--- config.mk ---
export PLATFORM = sky130hd
export DESIGN_NAME = pipo_load_arbiter_flat
export DESIGN_NICKNAME = d
export VERILOG_FILES = /design/src/rtl/pipo_load_arbiter_pkg.sv /design/src/rtl/pipo_load_arbiter_if.sv /design/src/rtl/pipo_load_arbiter_pick.sv /design/src/rtl/pipo_load_arbiter.sv /design/src/flat_wrapper.sv
export SDC_FILE = /design/constraint.sdc
export NUM_CORES = 1
export LEC_CHECK = 0
export ABC_AREA = 1
export BUFFER_PORTS_ARGS = -buffer_cell sky130_fd_sc_hd__buf_2
export CAP_MARGIN = 15
export CORE_ASPECT_RATIO = 0.7
export CORE_MARGIN = 2
export CORE_UTILIZATION = 40
export CTS_CLUSTER_DIAMETER = 100
export CTS_CLUSTER_SIZE = 8
export DETAILED_ROUTE_END_ITERATION = 8
export PLACE_DENSITY = 0.7
export SLEW_MARGIN = 20
export SYNTH_ARGS = -nofsm -noshare
export SYNTH_HDL_FRONTEND = slang
export SYNTH_SLANG_ARGS = --single-unit
--- constraint.sdc ---
create_clock -name clk -period 2 [get_ports clk]
set_clock_uncertainty 0.2 [all_clocks]
set_input_delay 0.4 -clock clk [delete_from_list [all_inputs] [get_ports clk]]
set_output_delay 0.4 -clock clk [all_outputs]
set_load 0.1 [all_outputs]
--- src/rtl/pipo_load_arbiter_pkg.sv ---
// Shared types and helpers for the PIPO load arbiter.
// State encoding plus a constant log2 for index widths.
package pipo_arb_pkg;

  typedef enum logic {
    ST_IDLE = 1'b0,
    ST_HOLD = 1'b1
  } state_t;

  function automatic int clog2(input int n);
    int r;
    r = 0;
    for (int i = 0; i < 31; i++) begin
      if ((1 << i) < n) r = i + 1;
    end
    return r;
  endfunction

endpackage

--- src/rtl/pipo_load_arbiter_if.sv ---
// Producer/consumer bundle around the shared PIPO register.
// master = bench/producers side, slave = arbiter side.
interface pipo_load_arbiter_if #(
  parameter int WIDTH = 4,
  parameter int NREQ  = 4
);
  import pipo_arb_pkg::*;

  localparam int OW = clog2(NREQ);

  logic [NREQ-1:0]       req;
  logic [NREQ*WIDTH-1:0] din;
  logic [NREQ-1:0]       gnt;
  logic [WIDTH-1:0]      q;
  logic                  q_valid;
  logic [OW-1:0]         q_owner;
  logic                  q_ack;

  modport master (
    output req, din, q_ack,
    input  gnt, q, q_valid, q_owner
  );

  modport slave (
    input  req, din, q_ack,
    output gnt, q, q_valid, q_owner
  );

endinterface

--- src/rtl/pipo_load_arbiter_pick.sv ---
// Round-robin pick: first set req bit at or after ptr,
// wrapping NREQ-1 -> 0.
module rr_priority_pick
  import pipo_arb_pkg::*;
#(
  parameter int NREQ = 4,
  parameter int OW   = clog2(NREQ)
) (
  input  logic [NREQ-1:0] req,
  input  logic [OW-1:0]   ptr,
  output logic [OW-1:0]   winner,
  output logic            any_win
);

  logic [OW:0] idx;

  // Scan from farthest to nearest so the nearest hit is written last
  always_comb begin
    winner  = '0;
    any_win = 1'b0;
    idx     = '0;
    for (int k = NREQ - 1; k >= 0; k--) begin
      idx = {1'b0, ptr} + (OW + 1)'(k);
      if (idx >= (OW + 1)'(NREQ)) idx = idx - (OW + 1)'(NREQ);
      if (req[idx[OW-1:0]]) begin
        winner  = idx[OW-1:0];
        any_win = 1'b1;
      end
    end
  end

endmodule

--- src/rtl/pipo_load_arbiter.sv ---
// Round-robin loader for one shared PIPO holding register.
// Word is held on q until the consumer acks it.
module pipo_load_arbiter
  import pipo_arb_pkg::*;
#(
  parameter int WIDTH = 4,
  parameter int NREQ  = 4
) (
  input  logic clk,
  input  logic rst,
  pipo_load_arbiter_if.slave bus
);

  localparam int OW = clog2(NREQ);

  state_t            state, state_nx;
  logic [OW-1:0]     ptr, ptr_nx;
  logic [OW-1:0]     winner;
  logic              any_win;
  logic              load;
  logic [WIDTH-1:0]  din_sel;
  logic [NREQ-1:0]   gnt_nx;
  logic [WIDTH-1:0]  q_r;
  logic [OW-1:0]     owner_r;
  logic [NREQ-1:0]   gnt_r;

  rr_priority_pick #(
    .NREQ (NREQ),
    .OW   (OW)
  ) u_pick (
    .req     (bus.req),
    .ptr     (ptr),
    .winner  (winner),
    .any_win (any_win)
  );

  always_comb begin
    state_nx = state;
    load     = 1'b0;
    case (state)
      ST_IDLE: begin
        if (any_win) begin
          load     = 1'b1;
          state_nx = ST_HOLD;
        end
      end
      ST_HOLD: begin
        if (bus.q_ack) begin
          if (any_win) load = 1'b1;
          else state_nx = ST_IDLE;
        end
      end
      default: state_nx = ST_IDLE;
    endcase
  end

  always_comb begin
    din_sel = '0;
    for (int i = 0; i < NREQ; i++) begin
      if (OW'(i) == winner) din_sel = bus.din[i*WIDTH +: WIDTH];
    end
  end

  assign gnt_nx = NREQ'(1) << winner;
  assign ptr_nx = (winner == OW'(NREQ - 1)) ? '0 : winner + 1'b1;

  always_ff @(posedge clk) begin
    if (!rst) begin
      state   <= ST_IDLE;
      ptr     <= '0;
      q_r     <= '0;
      owner_r <= '0;
      gnt_r   <= '0;
    end else begin
      state <= state_nx;
      gnt_r <= load ? gnt_nx : '0;
      // q/owner keep the last word even after returning to idle
      if (load) begin
        q_r     <= din_sel;
        owner_r <= winner;
        ptr     <= ptr_nx;
      end
    end
  end

  assign bus.q       = q_r;
  assign bus.q_owner = owner_r;
  assign bus.gnt     = gnt_r;
  assign bus.q_valid = (state == ST_HOLD);

endmodule

--- src/flat_wrapper.sv ---
// flat-port wrapper written by rule: the top's interface ports become plain ports
module pipo_load_arbiter_flat import pipo_arb_pkg::*;
#(
  parameter int WIDTH = 4,
  parameter int NREQ  = 4
)
  (clk, rst, bus_req, bus_din, bus_q_ack, bus_gnt, bus_q, bus_q_valid, bus_q_owner);
  pipo_load_arbiter_if #(.WIDTH(WIDTH), .NREQ(NREQ)) bus_i ();
  input  logic clk;
  input  logic rst;
  input wire logic [$bits(bus_i.req)-1:0] bus_req;
  input wire logic [$bits(bus_i.din)-1:0] bus_din;
  input wire logic [$bits(bus_i.q_ack)-1:0] bus_q_ack;
  output wire logic [$bits(bus_i.gnt)-1:0] bus_gnt;
  output wire logic [$bits(bus_i.q)-1:0] bus_q;
  output wire logic [$bits(bus_i.q_valid)-1:0] bus_q_valid;
  output wire logic [$bits(bus_i.q_owner)-1:0] bus_q_owner;
  assign bus_i.req = bus_req;
  assign bus_i.din = bus_din;
  assign bus_i.q_ack = bus_q_ack;
  assign bus_gnt = bus_i.gnt;
  assign bus_q = bus_i.q;
  assign bus_q_valid = bus_i.q_valid;
  assign bus_q_owner = bus_i.q_owner;
  pipo_load_arbiter #(.WIDTH(WIDTH), .NREQ(NREQ)) u_core (.clk(clk), .rst(rst), .bus(bus_i));
endmodule
==> report_table.html <==
<table>
<tr><th>Metric</th><th>Value</th></tr>
<tr><th colspan="2">Finish</th></tr>
<tr><td>Proportion of layout cells with a drive suffix above 1</td><td>0.565</td></tr>
<tr><td>FF+latch area</td><td>263 sq um</td></tr>
<tr><td>Total of fill cells in the finished design</td><td>192</td></tr>
<tr><td>Commonest cells after routing, fill and taps aside</td><td>33 x sky130_fd_sc_hd__buf_2, 18 x sky130_fd_sc_hd__nand2_1, 16 x sky130_fd_sc_hd__buf_4</td></tr>
<tr><td>Most common cell after layout, fill and taps aside</td><td>sky130_fd_sc_hd__buf_2</td></tr>
<tr><td>Net count of the finished layout</td><td>205</td></tr>
<tr><td>Area of the multi-input gates</td><td>597 sq um</td></tr>
<tr><td>Antenna cells</td><td>0</td></tr>
<tr><td>Relative area change from synthesis to final layout</td><td>51.7%</td></tr>
<tr><th colspan="2">Routing</th></tr>
<tr><td>Vias per std cell</td><td>4.67</td></tr>
<tr><td>Avg WL per Cell</td><td>10.8 um</td></tr>
<tr><td>DRC marker count from the first detailed-route iteration</td><td>20</td></tr>
<tr><td>Number of DRC violations after detailed routing</td><td>0</td></tr>
<tr><td>Detailed-route wire length</td><td>2260 um</td></tr>
<tr><td>Via count</td><td>977</td></tr>
<tr><td>Length of the first detailed-routing pass in iterations</td><td>4</td></tr>
<tr><td>Routed Antenna Nets</td><td>0</td></tr>
<tr><th colspan="2">Clock network</th></tr>
<tr><td>Root buffer cell</td><td>sky130_fd_sc_hd__clkbuf_4</td></tr>
<tr><td>Maximum buffer depth of the clock tree</td><td>2</td></tr>
<tr><td>TritonCTS clock tree</td><td>done</td></tr>
<tr><td>Hold buffer count at CTS</td><td>0</td></tr>
<tr><td>Inserted Clock Buffers</td><td>3</td></tr>
<tr><td>Htree depth</td><td>1</td></tr>
<tr><td>TritonCTS sink count</td><td>13</td></tr>
<tr><td>Worst skew pair latency</td><td>0.27 ns</td></tr>
<tr><td>Clock Pin Slew Worst Setup and Hold Paths</td><td>0.07 ns</td></tr>
<tr><th colspan="2">Logic synthesis</th></tr>
<tr><td>Synthesis-stage register bit count</td><td>13</td></tr>
<tr><td>Post-synthesis area per instance</td><td>7.08 sq um</td></tr>
<tr><td>Number of instances in the synthesized netlist</td><td>124</td></tr>
<tr><td>Area share of the largest cell type after synthesis</td><td>0.296</td></tr>
<tr><td>Leading cell types by total area after synthesis</td><td>sky130_fd_sc_hd__dfxtp_1 30%, sky130_fd_sc_hd__nand2_1 9.8%, sky130_fd_sc_hd__a21oi_1 8.0%</td></tr>
<tr><td>Synth unique cells</td><td>22</td></tr>
<tr><td>Total nets after synthesis</td><td>151</td></tr>
<tr><td>Count of synthesis-stage warnings from yosys</td><td>0</td></tr>
<tr><td>Sequential cell area fraction in the yosys report</td><td>0.296</td></tr>
<tr><td>Combined area of all synthesized cells</td><td>878 sq um</td></tr>
<tr><td>Cell type with the highest aggregate area in the netlist</td><td>sky130_fd_sc_hd__dfxtp_1</td></tr>
<tr><th colspan="2">Timing</th></tr>
<tr><td>Upper clock frequency limit</td><td>482 MHz</td></tr>
<tr><td>Final setup violation count</td><td>4</td></tr>
<tr><td>Unrepaired setup endpoints after global routing</td><td>yes</td></tr>
<tr><td>Share of the clock period used by the worst path after layout</td><td>1.04</td></tr>
<tr><td>Relative slew slack</td><td>0.675</td></tr>
<tr><td>Slew at the pin closest to its max-slew limit</td><td>0.491 ns</td></tr>
<tr><td>Final max-slew violation count</td><td>0</td></tr>
<tr><td>Final hold vios</td><td>0</td></tr>
<tr><td>Worst Setup Slack, final</td><td>-0.0734 ns</td></tr>
<tr><td>Final critical delay including setup and external delays</td><td>2.07 ns</td></tr>
<tr><th colspan="2">Critical path</th></tr>
<tr><td>Critical path peak fanout</td><td>5</td></tr>
<tr><td>CP arrival</td><td>2.03 ns</td></tr>
<tr><td>Type of origin of the critical path</td><td>flop</td></tr>
<tr><td>Worst setup path category</td><td>reg -&gt; reg</td></tr>
<tr><td>Critical path endpoint category</td><td>flop</td></tr>
<tr><td>Data required time at the worst endpoint</td><td>1.96 ns</td></tr>
<tr><th colspan="2">Min path</th></tr>
<tr><td>Classification of the worst-slack hold path</td><td>in -&gt; reg</td></tr>
<tr><th colspan="2">Global route</th></tr>
<tr><td>Congestion Overflow GR</td><td>0</td></tr>
<tr><td>Largest net degree at the start of global routing</td><td>11</td></tr>
<tr><td>First-pass GRT wire length</td><td>3600 um</td></tr>
<tr><td>GRT Overall Usage</td><td>0.188</td></tr>
<tr><td>Antenna violations before repair</td><td>0</td></tr>
<tr><td>Via count of the first global-routing pass</td><td>868</td></tr>
<tr><th colspan="2">Placed design</th></tr>
<tr><td>Final RePlAce weighted congestion</td><td>0.877</td></tr>
<tr><td>Port Buf Inserts</td><td>33</td></tr>
<tr><td>Placed wire-length estimate after detailed placement</td><td>1780 um</td></tr>
<tr><td>Post-place setup slack</td><td>-0.209 ns</td></tr>
<tr><th colspan="2">Die</th></tr>
<tr><td>Horizontal extent of the die</td><td>60.0 um</td></tr>
<tr><td>Floorplan core area</td><td>2120 sq um</td></tr>
<tr><td>Row cnt</td><td>14</td></tr>
<tr><td>Starting density of the core</td><td>0.414</td></tr>
<tr><td>Die Outline Area</td><td>2590 sq um</td></tr>
<tr><td>IO Pins</td><td>34</td></tr>
<tr><td>Height of the chip</td><td>43.2 um</td></tr>
<tr><th colspan="2">Job</th></tr>
<tr><td>Max capacitance violation total</td><td>0</td></tr>
<tr><th colspan="2">Outcome</th></tr>
<tr><td>Result of the run</td><td>complete, but fails checks</td></tr>
<tr><td>Violations in the final reports</td><td>setup timing</td></tr>
</table>
[area by class of cell]
class	count	share of cell area
clock buffer	4	0.0197
inverter	19	0.0592
timing repair buffer	52	0.246
multi-input combinational	89	0.448
sequential	13	0.197
tap	32	0.0300
[worst paths after layout]
check                                                         from                            endpoint  slack, ns  depth (start not counted)
worst min-delay path                                   bus_din[14]        u_core.bus.q[2]$_SDFFE_PN0P_       0.21                          3
worst max-delay path                    u_core.ptr[0]$_SDFFE_PN0P_        u_core.bus.q[3]$_SDFFE_PN0P_      -0.07                         13
worst max register to register          u_core.ptr[0]$_SDFFE_PN0P_        u_core.bus.q[3]$_SDFFE_PN0P_      -0.07                         13
worst min register to register  u_core.bus.q_owner[1]$_SDFFE_PN0P_  u_core.bus.q_owner[1]$_SDFFE_PN0P_       0.27                          2
[synth_stat cells (all sizes together)]
master and instances:
nor3 2, o21ai 9, nor2 8, o211ai 5
ha 4, nand3 9, dfxtp 13, buf 3
nand2 36, a21oi 15, nand4 1, inv 19
[per-stage QoR]
stage	TNS, ns	cells	utilization	hold WS [ns]	cell area (sq um)
2_1_floorplan	0	124	-	0.380	878
3_3_place_gp	-0.385	203	0.558	0.260	1180
3_5_place_dp	-0.713	203	0.558	0.266	1180
4_1_cts	-0.0623	208	0.614	0.215	1300
5_1_grt	-0.595	209	0.629	0.220	1330
6_report	-0.248	209	0.629	0.208	1330
[state kept, by name, indices dropped and copies added, names as in the netlist]
name and count:
u_core.bus.gnt 4, u_core.ptr 2, u_core.bus.q_valid 1, u_core.bus.q 4
u_core.bus.q_owner 2
[cells by family after synthesis]
family,count (synthesis),share of synthesized area
buffers and inverters,22,0.115
AOI/OAI and AO/OA,29,0.188
adders and majority gates,4,0.0570
and+or+nand+nor,56,0.343
DFF,13,0.296
[per-layer routing]
| metal | up-vias | part of all wire | GRT usage |
|---|---|---|---|
| met5 | - | 0 | 0 |
| met4 | 0 | 0 | 0.0222 |
| met3 | 0 | 0.061 | 0.0793 |
| met2 | 27 | 0.46 | 0.300 |
| met1 | 441 | 0.48 | 0.241 |
| li1 | 509 | - | - |
[critical path, cell delays in order, from the launching register on]
cell and delay [ns]:
sky130_fd_sc_hd__dfxtp_2 0.34, sky130_fd_sc_hd__buf_6 0.12, sky130_fd_sc_hd__nand2_2 0.07, sky130_fd_sc_hd__nand2_2 0.07
sky130_fd_sc_hd__o21ai_1 0.13, sky130_fd_sc_hd__o211ai_1 0.12, sky130_fd_sc_hd__nand2_1 0.12, sky130_fd_sc_hd__nand2_4 0.09
sky130_fd_sc_hd__buf_12 0.13, sky130_fd_sc_hd__ha_4 0.17, sky130_fd_sc_hd__a21oi_2 0.11, sky130_fd_sc_hd__nand2_1 0.07
sky130_fd_sc_hd__o211ai_1 0.09, sky130_fd_sc_hd__a21oi_1 0.11
[timing repair]
action / in CTS / in global routing
setup endpoints to repair: 4 / 5
pin swaps: 18 / 9
buffers inserted: 1 / 1
resized for setup: 23 / 5
Power is not shown: default switching activity piles up to over one toggle a cycle in this logic, so the estimate is an artifact.
